===== config.mk =====
export PLATFORM = sky130hd
export DESIGN_NAME = alu_req_driver
export DESIGN_NICKNAME = d
export VERILOG_FILES = /design/src/rtl/alu_hw_pkg.sv /design/src/rtl/alu_res_counter.sv /design/src/rtl/alu_req_driver.sv
export SDC_FILE = /design/constraint.sdc
export NUM_CORES = 1
export LEC_CHECK = 0
export ABC_AREA = 1
export CAP_MARGIN = 20
export CORE_AREA = 3 3 120 122
export DETAILED_ROUTE_END_ITERATION = 16
export DIE_AREA = 0 0 123 125
export GPL_TIMING_DRIVEN = 0
export PLACE_DENSITY_LB_ADDON = 0.1
export SLEW_MARGIN = 25
export SYNTH_ARGS = -nofsm -noshare
export SYNTH_HDL_FRONTEND = slang
export SYNTH_HIERARCHICAL = 1
export SYNTH_SLANG_ARGS = --single-unit

===== constraint.sdc =====
create_clock -name CLK -period 2.4 [get_ports CLK]
set_input_delay 0.48 -clock CLK [delete_from_list [all_inputs] [get_ports CLK]]
set_output_delay 0.48 -clock CLK [all_outputs]
set_load 0.1 [all_outputs]

===== src/rtl/alu_hw_pkg.sv =====
// Shared ALU hardware types: driver FSM states, MOVI encodings and the request descriptor.
package alu_hw_pkg;

  localparam int unsigned OP_WIDTH        = 4;
  localparam int unsigned MOVI_WIDTH      = 2;
  localparam int unsigned REQ_DATA_WIDTH  = 8;
  localparam int unsigned REQ_DELAY_WIDTH = 4;

  localparam logic [MOVI_WIDTH-1:0] MOVI_REG = 2'b00;
  localparam logic [MOVI_WIDTH-1:0] MOVI_MEM = 2'b01;
  localparam logic [MOVI_WIDTH-1:0] MOVI_IMM = 2'b10;

  typedef enum logic [2:0] {
    ST_IDLE,
    ST_FETCH,
    ST_WAIT,
    ST_DRIVE,
    ST_DRAIN
  } alu_state_e;

  typedef struct packed {
    logic [OP_WIDTH-1:0]        op;
    logic [MOVI_WIDTH-1:0]      movi;
    logic [REQ_DATA_WIDTH-1:0]  a;
    logic [REQ_DATA_WIDTH-1:0]  b;
    logic [REQ_DATA_WIDTH-1:0]  mem;
    logic [REQ_DATA_WIDTH-1:0]  imm;
    logic [REQ_DELAY_WIDTH-1:0] delay;
  } alu_req_t;

endpackage


===== src/rtl/alu_res_counter.sv =====
// Result capture for the ALU request driver: registered result copy, received count
// and sticky detection of results that arrive without an outstanding request.
module alu_res_counter #(
  parameter int unsigned DATA_WIDTH = 8,
  parameter int unsigned CNT_WIDTH  = 16
) (
  input  logic                  clk,
  input  logic                  rst_n,
  input  logic                  clear,
  input  logic                  active,
  input  logic                  ex_vld,
  input  logic [DATA_WIDTH-1:0] ex_data,
  input  logic [CNT_WIDTH-1:0]  sent_cnt,
  output logic                  res_vld,
  output logic [DATA_WIDTH-1:0] res,
  output logic [CNT_WIDTH-1:0]  recv_cnt,
  output logic                  err
);

  logic                  res_vld_q, res_vld_d;
  logic [DATA_WIDTH-1:0] res_q, res_d;
  logic [CNT_WIDTH-1:0]  recv_q, recv_d;
  logic                  err_q, err_d;

  always_comb begin
    res_vld_d = active && ex_vld;
    res_d     = res_q;
    recv_d    = recv_q;
    err_d     = err_q;
    if (active && ex_vld) begin
      res_d  = ex_data;
      recv_d = recv_q + CNT_WIDTH'(1);
    end
    if (ex_vld && (!active || recv_q >= sent_cnt)) begin
      err_d = 1'b1;
    end
    // A new run starts from a clean slate even if a stray result lands on the START edge.
    if (clear) begin
      recv_d = '0;
      err_d  = 1'b0;
    end
  end

  always_ff @(posedge clk or negedge rst_n) begin
    if (!rst_n) begin
      res_vld_q <= 1'b0;
      res_q     <= '0;
      recv_q    <= '0;
      err_q     <= 1'b0;
    end else begin
      res_vld_q <= res_vld_d;
      res_q     <= res_d;
      recv_q    <= recv_d;
      err_q     <= err_d;
    end
  end

  assign res_vld  = res_vld_q;
  assign res      = res_q;
  assign recv_cnt = recv_q;
  assign err      = err_q;

endmodule


===== src/rtl/alu_req_driver.sv =====
// Initiator for the ALU request/result interface: fetches descriptors, waits their
// pre-issue delay, drives them with ACT/ALU_RDY handshake and tracks completion of a run.
module alu_req_driver
  import alu_hw_pkg::*;
#(
  parameter int unsigned DATA_WIDTH  = 8,
  parameter int unsigned DELAY_WIDTH = 4,
  parameter int unsigned CNT_WIDTH   = 16
) (
  input  logic                   CLK,
  input  logic                   RST_N,
  input  logic                   START,
  input  logic [CNT_WIDTH-1:0]   TRANS_NUM,
  input  logic                   IN_VLD,
  output logic                   IN_RDY,
  input  logic [3:0]             IN_OP,
  input  logic [1:0]             IN_MOVI,
  input  logic [DATA_WIDTH-1:0]  IN_A,
  input  logic [DATA_WIDTH-1:0]  IN_B,
  input  logic [DATA_WIDTH-1:0]  IN_MEM,
  input  logic [DATA_WIDTH-1:0]  IN_IMM,
  input  logic [DELAY_WIDTH-1:0] IN_DELAY,
  output logic                   ACT,
  output logic [3:0]             OP,
  output logic [1:0]             MOVI,
  output logic [DATA_WIDTH-1:0]  REG_A,
  output logic [DATA_WIDTH-1:0]  REG_B,
  output logic [DATA_WIDTH-1:0]  MEM,
  output logic [DATA_WIDTH-1:0]  IMM,
  input  logic                   ALU_RDY,
  input  logic                   EX_ALU_VLD,
  input  logic [DATA_WIDTH-1:0]  EX_ALU,
  output logic                   RES_VLD,
  output logic [DATA_WIDTH-1:0]  RES,
  output logic [CNT_WIDTH-1:0]   SENT_CNT,
  output logic [CNT_WIDTH-1:0]   RECV_CNT,
  output logic                   BUSY,
  output logic                   DONE,
  output logic                   ERR
);

  alu_state_e           state_q, state_d;
  alu_req_t             req_q, req_d;
  logic [CNT_WIDTH-1:0] target_q, target_d;
  logic [CNT_WIDTH-1:0] sent_q, sent_d;
  logic                 done_q, done_d;
  logic                 start_run;
  logic [CNT_WIDTH-1:0] recv_cnt;

  // The descriptor's delay field doubles as the pre-issue countdown.
  always_comb begin
    state_d   = state_q;
    req_d     = req_q;
    target_d  = target_q;
    sent_d    = sent_q;
    done_d    = 1'b0;
    start_run = 1'b0;
    unique case (state_q)
      ST_IDLE: begin
        if (START) begin
          start_run = 1'b1;
          target_d  = TRANS_NUM;
          sent_d    = '0;
          state_d   = (TRANS_NUM == '0) ? ST_DRAIN : ST_FETCH;
        end
      end
      ST_FETCH: begin
        if (IN_VLD) begin
          req_d = '{op: IN_OP, movi: IN_MOVI, a: IN_A, b: IN_B,
                    mem: IN_MEM, imm: IN_IMM, delay: IN_DELAY};
          state_d = (IN_DELAY != '0) ? ST_WAIT : ST_DRIVE;
        end
      end
      ST_WAIT: begin
        req_d.delay = req_q.delay - REQ_DELAY_WIDTH'(1);
        if (req_q.delay == REQ_DELAY_WIDTH'(1)) begin
          state_d = ST_DRIVE;
        end
      end
      ST_DRIVE: begin
        if (ALU_RDY) begin
          sent_d  = sent_q + CNT_WIDTH'(1);
          state_d = (sent_d < target_q) ? ST_FETCH : ST_DRAIN;
        end
      end
      ST_DRAIN: begin
        if (recv_cnt == target_q) begin
          done_d  = 1'b1;
          state_d = ST_IDLE;
        end
      end
      default: state_d = ST_IDLE;
    endcase
  end

  always_ff @(posedge CLK or negedge RST_N) begin
    if (!RST_N) begin
      state_q  <= ST_IDLE;
      req_q    <= '0;
      target_q <= '0;
      sent_q   <= '0;
      done_q   <= 1'b0;
    end else begin
      state_q  <= state_d;
      req_q    <= req_d;
      target_q <= target_d;
      sent_q   <= sent_d;
      done_q   <= done_d;
    end
  end

  alu_res_counter #(
    .DATA_WIDTH(DATA_WIDTH),
    .CNT_WIDTH (CNT_WIDTH)
  ) u_res_counter (
    .clk     (CLK),
    .rst_n   (RST_N),
    .clear   (start_run),
    .active  (BUSY),
    .ex_vld  (EX_ALU_VLD),
    .ex_data (EX_ALU),
    .sent_cnt(sent_q),
    .res_vld (RES_VLD),
    .res     (RES),
    .recv_cnt(recv_cnt),
    .err     (ERR)
  );

  assign IN_RDY   = (state_q == ST_FETCH);
  assign ACT      = (state_q == ST_DRIVE);
  assign BUSY     = (state_q != ST_IDLE);
  assign DONE     = done_q;
  assign SENT_CNT = sent_q;
  assign RECV_CNT = recv_cnt;

  assign OP    = ACT ? req_q.op   : '0;
  assign MOVI  = ACT ? req_q.movi : '0;
  assign REG_A = ACT ? req_q.a    : '0;
  assign REG_B = ACT ? req_q.b    : '0;
  assign MEM   = ACT ? req_q.mem  : '0;
  assign IMM   = ACT ? req_q.imm  : '0;

endmodule

==> impl_metrics.py, run 1 <==
metrics = {
    "die": {
        "ios": 156,
        "core_area_mm2": 0.0133,
        "fp.dieH_um": 125,
        "die_area_mm2": 0.0154,
        "die_w_um": 123,
        "start_util": 0.451,
        "row_count": 42,
    },
    "place": {
        "dp_cells": 1112,
        "port_buffers": 155,
        "pre_cts_ws_ns": -0.681,
        "post-dp-hpwl_um": 12100,
        "gp_congestion": 0.894,
        "placed_area_mm2": 0.00786,
    },
    "clock_network": {
        "cts_root_buf": "clkbuf_16",
        "cts_max_path_buffers": 2,
        "path_clk_slew_ns": 0.07,
        "cts_buffers": 9,
        "clock_latency_ns": 0.35,
        "clock-sinks": 104,
        "cts_hold_buf": 0,
        "htreeDepth": 3,
        "cts_tree": "done",
    },
    "global_route": {
        "grt-ovfl-total": 0,
        "grt_max_degree": 73,
        "grt_usage": 0.218,
        "antenna_found_initial": 0,
        "grt_pass1_wl_um": 26700,
        "grt_pass1_vias": 5456,
    },
    "yosys": {
        "ys_seq_area_frac": 0.434,
        "syn_area_mm2": 0.00599,
        "syn_avg_cell_area_um2": 7.69,
        "yosys.area_share.simple": 0.243,
        "synth_nets": 887,
        "synth_top_family_by_area": "simple AND/OR/NAND/NOR gates",
        "synth_compound_area_frac": 0.110,
        "synth-seq-cells": 104,
        "synth_cell_types": 39,
        "yosysWarnings": 6,
        "synth_mux_area_frac": 0,
        "synth-xor-area-share": 0.0336,
        "netlist_instances": 780,
        "synth_fa_ha_area_frac": 0.0731,
    },
    "detailed_routing": {
        "vias": 5572,
        "viasPerCell": 4.83,
        "drtIter0Drc": 350,
        "wl_per_cell_um": 14.1,
        "antenna_left": 0,
        "drc": 0,
        "drt_pass1_iterations": 5,
        "detail_route.wirelength_um": 16300,
    },
    "setup_path": {
        "timing.rr.end": "state_q[2]",
        "rrSetupSlack_ns": -0.02,
        "critPathCaptureType": "flop",
        "timing.rr.start": "SENT_CNT[0]",
        "required_ns": 2.70,
        "start_kind": "flop",
        "worstPathMaxFanout": 4,
        "crit_type": "reg2reg",
        "ff2ff_path_depth": 18,
        "critPathArrivalTime_ns": 2.72,
    },
    "run": {
        "maxCapViolations": 0,
    },
    "run_status": {
        "violations": "negative setup slack",
        "status": "complete, but fails checks",
    },
    "timing": {
        "setup_slack_ns": -0.0230,
        "post-route-min-period_ns": 2.42,
        "timing.fmax_ghz": 0.413,
        "final.period_utilization": 1.01,
        "timing.slew.headroom": 0.307,
        "worst_pin_slew_ns": 1.04,
        "setup_viol": 2,
        "report.final.slew_viol_count": 0,
        "final.setup_skew_ns": 0.00344,
        "grt_setup_unrepaired": "yes",
        "hold_violations": 0,
    },
    "pwr": {
        "p_leak_uw": 0.00434,
        "max-vdd-ir-drop_uv": 400,
        "powerDensity_mw_per_mm2": 633,
    },
    "layout": {
        "layout.cells.non_filler": 1153,
        "final_nets": 1079,
        "final_layout_size_suffix_gt1_frac": 0.179,
        "area.sequential_mm2": 0.00263,
        "antenna_cells": 0,
        "layout_common_cells": "184 x nand2_1, 128 x inv_1, 89 x dfrtp_1",
        "area_growth_pct": 40.7,
        "design_area_mm2": 0.00844,
        "multi_input_area_mm2": 0.00291,
        "fill_cells": 1177,
        "final_common_cell": "nand2_1",
    },
    "min_path": {
        "hold_class": "in2async",
    },
}
==> where the power goes <==
part	switching [uW]	internal, uW
Combinational	1210	471
Sequential	212	1910
Clock	719	822
Total	2140	3200
==> worst max-delay path by stage <==
stage | startpoint | end | slack (ns) | depth (start not counted)
after floorplan | state_q[0] | IMM[0] | -0.41 | 6
after global placement | RST_N | SENT_CNT[0] | -4.03 | 1
after global routing | SENT_CNT[0] | state_q[2] | -0.18 | 18
after CTS | SENT_CNT[1] | state_q[2] | -0.06 | 18
after detailed placement | state_q[0] | IMM[5] | -0.68 | 7
final | SENT_CNT[0] | state_q[2] | -0.02 | 18
==> flip-flops by register name, summed over array words and instances (netlist names) <==
register and count:
u_res_counter/err 1, u_res_counter/recv_cnt 16, SENT_CNT 16, DONE 1
target_q 16, state_q 3, req_q 42, u_res_counter/res_vld 1
u_res_counter/res 8
==> stage by stage <==
stage	hold WS [ns]	total power (uW)	setup TNS [ns]	util
floorplan	0.184	3320	-10.28	-
CTS	0.0175	5360	-0.111	0.617
finish	0.00890	5340	-0.0350	0.634
global placement	0.462	3850	-370.53	0.589
global route	0.0325	5610	-1.58	0.634
detailed placement	0.393	3870	-21.35	0.591
==> final cells by class <==
| class | count | area share |
|---|---|---|
| multi-input cells | 517 | 0.344 |
| flip-flops and latches | 104 | 0.312 |
| repair buffers | 181 | 0.205 |
| inverters | 139 | 0.0619 |
| clock buffers | 9 | 0.0267 |
| well taps | 176 | 0.0261 |
| plain buffers | 20 | 0.0144 |
| clock inverters | 7 | 0.00920 |
==> cell usage after synthesis (all sizes together) <==
master | number | share of area
a31oi | 2 | 0.0021
nand3 | 14 | 0.014
nand4 | 11 | 0.014
clkbuf | 4 | 0.0027
o22ai | 6 | 0.0063
clkinv | 1 | 0.00063
nor3b | 2 | 0.0025
a21oi | 26 | 0.022
o211ai | 1 | 0.0013
and2 | 3 | 0.0031
ha | 35 | 0.073
a22o | 1 | 0.0015
dfrtp | 104 | 0.43
xor2 | 22 | 0.032
o21ai | 83 | 0.069
nor2 | 93 | 0.066
o21bai | 1 | 0.0013
inv | 138 | 0.086
nor3 | 16 | 0.020
nand2 | 193 | 0.12
xnor2 | 1 | 0.0015
buf | 16 | 0.016
o221ai | 2 | 0.0029
o21a | 2 | 0.0025
nor4 | 2 | 0.0021
a211oi | 1 | 0.0013
==> critical path, stage by stage (launching register included) <==
cell,delay [ns]
dfrtp_4,0.45
ha_4,0.16
nand2_4,0.05
nor2_4,0.11
nand4_4,0.10
nor2_4,0.16
nand2_4,0.09
buf_6,0.12
o21ai_2,0.15
and2_4,0.17
ha_4,0.12
nand4_1,0.14
nor3_1,0.16
nand2_1,0.09
nand2_1,0.07
nand2_1,0.05
nand2_1,0.06
nand2_1,0.05
nand2_1,0.06
==> routing by layer <==
| metal | wire length [um] | global-route usage |
|---|---|---|
| met1 | 7170 | 0.291 |
| met2 | 7780 | 0.350 |
| met3 | 1050 | 0.0497 |
| met4 | 309 | 0.0697 |
| met5 | 0 | 0 |
==> cell families after synthesis <==
logic type / after synthesis
fa+ha+maj: 35
simple gates: 334
flops: 104
compound gates: 125
buf+inv: 159
xor+xnor: 23
==> what timing repair did <==
action                                 4_1_cts  5_1_grt
buffers inserted                            16        9
pin swaps                                   12       19
setup endpoints to repair                   71       30
endpoints found under the hold margin        0        0
gates resized for setup                    276       41
(Power assumes the default switching activity.)
==> run 2, diff against run 1 <==
ABC_AREA = not set   (was 1)
CORE_AREA = 3 3 157 159   (was 3 3 120 122)
DIE_AREA = 0 0 160 162   (was 0 0 123 125)
==> run 2 against run 1 <==
Against the previous run: the run still ends with negative setup slack left; via count down 14%; first-iteration DRC count fell by 39%; utilization fell by 28 points; synthesized cell count down 27%; count of clock-buffer cells in the layout rose by 3; critical endpoint unchanged; largest power group is now combinational cells; highest routed layer unchanged.
==> impl_metrics.py, run 2 <==
metrics = {
    "detailed_routing": {
        "vias": 4811,
        "viasPerCell": 4.46,
        "drc": 0,
        "detail_route.wirelength_um": 17800,
        "antenna_left": 0,
        "drt_pass1_iterations": 4,
        "drtIter0Drc": 214,
        "wl_per_cell_um": 16.5,
    },
    "yosys": {
        "synth_most_common_cell": "dfrtp_1",
        "synth_edf_count": 0,
        "synth_nets": 677,
        "ys.flop_type": "dfrtp_1",
        "synth_top_area_share": 0.448,
        "ys_seq_area_frac": 0.448,
        "synth-seq-cells": 104,
        "synth_cell_types": 57,
        "synth-async-reset-ratio": 1.00,
        "netlist_instances": 570,
        "yosysWarnings": 6,
        "synth_area_leaders": "dfrtp_1 45%, mux2_2 7.8%, ha_1 7.5%",
        "syn_avg_cell_area_um2": 10.2,
        "syn_area_mm2": 0.00581,
        "synthTopCellsByCount": "104 x dfrtp_1, 45 x nand2_1, 40 x and2_1, 40 x mux2_2, 36 x inv_1",
        "yosys.area.top_type": "dfrtp_1",
    },
    "run": {
        "maxCapViolations": 0,
    },
    "global_route": {
        "grt_pass1_wl_um": 28300,
        "grt_pass1_vias": 4993,
        "grt_max_degree": 66,
        "grt_usage": 0.138,
        "antenna_found_initial": 0,
        "grt-ovfl-total": 0,
    },
    "layout": {
        "antenna_cells": 0,
        "largest_register_ff_count": 42,
        "layout_common_cells": "81 x clkdlybuf4s50_1, 79 x dfrtp_1, 43 x nand2_1",
        "fin_util": 0.357,
        "largest-register": "req_q",
        "final_common_cell": "clkdlybuf4s50_1",
        "final_layout_size_suffix_gt1_frac": 0.245,
        "area_growth_pct": 43.9,
        "final_nets": 862,
    },
    "timing": {
        "final.period_utilization": 1.14,
        "report.final.slew_viol_count": 0,
        "timing.fmax_ghz": 0.365,
        "final.setup.tns_ns": -0.594,
        "grt_setup_unrepaired": "yes",
        "setup_slack_ns": -0.339,
        "worst_pin_slew_ns": 1.03,
        "timing.slew.headroom": 0.314,
        "hold_violations": 0,
        "setup_viol": 4,
        "whs_ns": 0.0411,
        "final.setup_skew_ns": 0.0100,
        "post-route-min-period_ns": 2.74,
    },
    "die": {
        "fp.dieH_um": 162,
        "die_area_mm2": 0.0259,
        "core_area_mm2": 0.0234,
        "die_w_um": 160,
        "ios": 156,
        "start_util": 0.248,
        "row_count": 56,
    },
    "min_path": {
        "hold_class": "in2async",
    },
    "place": {
        "port_buffers": 155,
        "post-dp-hpwl_um": 13600,
        "gp_congestion": 0.815,
        "pre_cts_ws_ns": -1.01,
    },
    "setup_path": {
        "crit_type": "reg2reg",
        "timing.rr.start": "SENT_CNT[8]",
        "required_ns": 2.63,
        "rrSetupSlack_ns": -0.34,
        "start_kind": "flop",
        "critPathCaptureType": "flop",
        "critPathArrivalTime_ns": 2.97,
        "crit_start": "SENT_CNT[8]",
        "worstPathMaxFanout": 3,
    },
    "run_status": {
        "status": "complete, but fails checks",
        "violations": "negative setup slack",
    },
    "pwr": {
        "p_leak_uw": 0.00376,
        "max-vdd-ir-drop_uv": 732,
        "powerDensity_mw_per_mm2": 1230,
    },
    "clock_network": {
        "cts_hold_buf": 0,
        "path_clk_slew_ns": 0.07,
        "cts_tree": "done",
        "clock_latency_ns": 0.35,
        "clock-sinks": 104,
        "cts_max_path_buffers": 2,
        "cts_buffers": 9,
        "cts_root_buf": "clkbuf_16",
        "htreeDepth": 3,
    },
}
==> run 2: cell count changes in the layout (fill, tap and decap cells not counted), sizes merged, moves of 7 or more <==
cell	change
nand2	-148
buf	-9
xnor2	+12
nor4	+8
o21ai	-44
and2	+38
mux2	+47
nor2	-62
nor3	-7
clkbuf	+7
inv	-105
==> run 2: worst paths after layout <==
path	endpoint	cells past startpoint
setup / recovery	state_q[2]	10
hold / removal	req_q[1]	1
setup reg to reg	state_q[2]	10
hold reg to reg	req_q[33]	1
max in group asynchronous	u_res_counter/recv_cnt[13]	2
min in group CLK	req_q[33]	1
==> run 2: worst max-delay path: stages (launching register included) <==
cell and delay, ns:
dfrtp_4 0.41, nand4_1 0.18, nor4_4 0.41, nand3_2 0.14, xnor2_1 0.16, ha_1 0.29
a21o_1 0.16, a21o_1 0.18, a221oi_2 0.26, o21ai_1 0.13, a221o_1 0.31
==> run 2: kinds of logic after synthesis <==
kind of cell	Yosys count	share of synthesized area
muxes	47	0.0911
and+or+nand+nor	196	0.189
adders and majority gates	35	0.0754
DFF	104	0.448
AOI/OAI and AO/OA	91	0.0973
xor gates and xnor gates	40	0.0603
buffers and inverters	57	0.0390
==> run 2: stage by stage <==
| stage | instance area (um^2) | total power [uW] | instances |
|---|---|---|---|
| 2_1_floorplan | 5910 | 7220 | 570 |
| 3_3_place_gp | 7860 | 8690 | 1044 |
| 3_5_place_dp | 7890 | 8760 | 1045 |
| 4_1_cts | 8320 | 10400 | 1079 |
| 5_1_grt | 8360 | 10900 | 1079 |
| 6_report | 8360 | 10300 | 1079 |
==> run 2: final cells by class <==
type,instances,area [um^2]
Timing Repair Buffer,175,1720
Sequential cell,104,2660
Inverter,36,135
Fill cell,2437,15000
Buffer,20,101
Multi-Input combinational cell,409,3070
Clock inverter,4,30.0
Tap cell,319,399
Clock buffer,12,246
==> run 2: repair_timing <==
action	4_1_cts	5_1_grt
pin swaps	7	1
buffers inserted	19	0
setup endpoints to repair	85	25
resized for setup	307	12
gates cloned	0	0
==> run 2: routing by layer <==
| metal | GRT usage | part of all wire | up-vias |
|---|---|---|---|
| li1 | - | - | 2363 |
| met1 | 0.192 | 0.48 | 2289 |
| met2 | 0.217 | 0.45 | 139 |
| met3 | 0.0306 | 0.052 | 20 |
| met4 | 0.0422 | 0.020 | 0 |
| met5 | 0 | 0 | - |
==> run 2: report_power, final <==
group          total [uW]  switching [uW]  internal [uW]
combinational        6060            4190           1870
clock                1430             689            737
sequential           2810             410           2400
total               10300            5290           5010
==> run 3, diff against run 2 <==
CORE_AREA = 3 3 120 208   (was 3 3 157 159)
DIE_AREA = 0 0 123 211   (was 0 0 160 162)
clock period = 2.7 ns   (was 2.4 ns; I/O delays follow)
==> run 3 against run 2 <==
Against the previous run: the run now ends clean; clock power is essentially flat; cell area shrank 0.33%; clock skew shrank 0.0055 ns; utilization shrank 0.15 points; critical path type unchanged; largest cell class unchanged; via count grew 2.1%; critical path depth grew 1; die area grew 0.13%; final cell count shrank 0.19%; non-clock buffer count grew 13; hold slack gained 0.11 ns; first-iteration DRC count shrank 21%.
==> impl_metrics.py, run 3 (synthesis gave the netlist of run 2 again) <==
metrics = {
    "clock_network": {
        "path_clk_slew_ns": 0.08,
        "clock-sinks": 104,
        "htreeDepth": 3,
        "cts_tree": "done",
        "clock_latency_ns": 0.35,
        "cts_hold_buf": 0,
        "cts_buffers": 9,
        "cts_root_buf": "clkbuf_16",
        "cts_max_path_buffers": 2,
    },
    "global_route": {
        "grt-ovfl-total": 0,
        "grt_pass1_wl_um": 28500,
        "antenna_found_initial": 0,
        "grt_max_degree": 57,
        "grt_pass1_vias": 5183,
        "grt_usage": 0.143,
    },
    "timing": {
        "grt_setup_unrepaired": "yes",
        "final.period_utilization": 0.995,
        "worst_pin_slew_ns": 1.04,
        "hold_violations": 0,
        "timing.slew.headroom": 0.302,
        "timing.fmax_ghz": 0.372,
        "post-route-min-period_ns": 2.69,
        "final.setup.tns_ns": 0,
        "final.setup_skew_ns": 0.00455,
        "setup_viol": 0,
        "report.final.slew_viol_count": 0,
    },
    "detailed_routing": {
        "viasPerCell": 4.56,
        "vias": 4913,
        "drc": 0,
        "wl_per_cell_um": 17.0,
        "antenna_left": 0,
        "drtIter0Drc": 169,
        "detail_route.wirelength_um": 18300,
        "drt_pass1_iterations": 4,
    },
    "place": {
        "gp_congestion": 0.769,
        "port_buffers": 155,
        "post-dp-hpwl_um": 14400,
        "placed_area_mm2": 0.00781,
    },
    "setup_path": {
        "rrSetupSlack_ns": 0.01,
        "critPathArrivalTime_ns": 2.93,
        "timing.critical_path.mode_cell": "a21o_1",
        "crit_type": "reg2reg",
        "critPathCaptureType": "flop",
        "worstPathMaxFanout": 4,
        "cp_cell_sequence": "ha_4 -> nand4_1 -> nor3_4 -> nand2_1 -> xnor2_1 -> ha_1 -> a21o_1 -> a21o_1 -> a221oi_2 -> o21ai_2 -> a221o_1",
        "start_kind": "flop",
        "slowest_stage": "dfrtp_4",
        "crit_family": "compound AO/OA/AOI/OAI gates",
        "required_ns": 2.94,
        "path_buf_inv": 0,
        "slowest_delay_ns": 0.45,
    },
    "min_path": {
        "hold_class": "in2async",
    },
    "die": {
        "start_util": 0.248,
        "fp.dieH_um": 211,
        "ios": 156,
        "core_area_mm2": 0.0234,
        "die_w_um": 123,
        "row_count": 74,
        "die_area_mm2": 0.0260,
    },
    "pwr": {
        "p_leak_uw": 0.00376,
        "power_switching_uw": 4710,
        "powerDensity_mw_per_mm2": 1100,
        "power.internal_uw": 4440,
        "switching_share": 0.515,
        "pwr-share-comb": 0.570,
        "p_seq_frac": 0.271,
        "clockPowerShare": 0.159,
        "max-vdd-ir-drop_uv": 396,
    },
    "layout": {
        "design_area_mm2": 0.00833,
        "final_common_cell": "clkdlybuf4s50_1",
        "largest_register_ff_count": 42,
        "largest-register": "req_q",
        "layout_common_cells": "108 x clkdlybuf4s50_1, 92 x dfrtp_1, 47 x buf_4",
        "final_nets": 875,
        "area_growth_pct": 43.4,
        "fill_cells": 2408,
        "antenna_cells": 0,
        "final_layout_size_suffix_gt1_frac": 0.229,
    },
    "run": {
        "maxCapViolations": 0,
    },
    "run_status": {
        "status": "finished clean",
    },
}
run 3: changes by cell type in the layout (fill, tap and decap cells not counted), sizes merged:
| cell | previous run | this run |
|---|---|---|
| buf | 68 | 82 |
| bufinv | 0 | 2 |
| clkbuf | 24 | 20 |
| clkdlybuf4s15 | 2 | 1 |
| clkdlybuf4s50 | 81 | 108 |
| dlygate4sd2 | 32 | 2 |
| dlymetal6s2s | 0 | 4 |
| inv | 36 | 37 |
run 3: power by group through the flow:
stage / Clock [uW] / Sequential [uW] / Combinational [uW]
2_1_floorplan: 0 / 3210 / 3170
3_3_place_gp: 0 / 2520 / 5220
3_5_place_dp: 0 / 2540 / 5260
4_1_cts: 1510 / 2500 / 5320
5_1_grt: 1570 / 2580 / 5540
6_report: 1460 / 2480 / 5210
run 3: metrics by stage:
step	util	cells	hold slack (ns)	worst slack, ns	power, uW
6_report	0.356	1077	0.147	0.0134	9150
5_1_grt	0.356	1077	0.174	-0.165	9690
4_1_cts	0.357	1072	0.171	-0.0614	9330
3_5_place_dp	0.334	1030	0.467	-0.746	7800
3_3_place_gp	0.332	1029	0.462	-4.16	7730
2_1_floorplan	-	570	0.244	-0.280	6380
run 3: what timing repair did:
action,4_1_cts,5_1_grt
pin swaps,16,2
buffers inserted,26,5
setup endpoints to repair,54,43
gates resized for setup,214,34
run 3: cell type report:
| class | instances | area (um^2) | share of cell area |
|---|---|---|---|
| Multi-Input combinational cell | 409 | 3060 | 0.367 |
| Sequential cell | 104 | 2640 | 0.317 |
| Timing Repair Buffer | 187 | 1690 | 0.203 |
| Tap cell | 304 | 380 | 0.0457 |
| Clock buffer | 9 | 225 | 0.0270 |
| Inverter | 36 | 135 | 0.0162 |
| Buffer | 21 | 100 | 0.0120 |
| Clock inverter | 7 | 95.1 | 0.0114 |
run 3: final timing paths:
check | startpoint | end | depth (start not counted)
hold reg to reg | req_q[39] | req_q[39] | 1
setup reg to reg | SENT_CNT[1] | state_q[2] | 11
min in group CLK | req_q[39] | req_q[39] | 1
hold / removal | RST_N | req_q[41] | 1
max in group asynchronous | RST_N | u_res_counter/res[1] | 2
setup / recovery | SENT_CNT[1] | state_q[2] | 11
run 3: layer usage:
metal / wire length [um] / GRT usage / vias to the layer above
li1: - / - / 2405
met1: 7010 / 0.156 / 2351
met2: 10000 / 0.270 / 136
met3: 784 / 0.0228 / 21
met4: 467 / 0.0543 / 0
met5: 0 / 0 / -
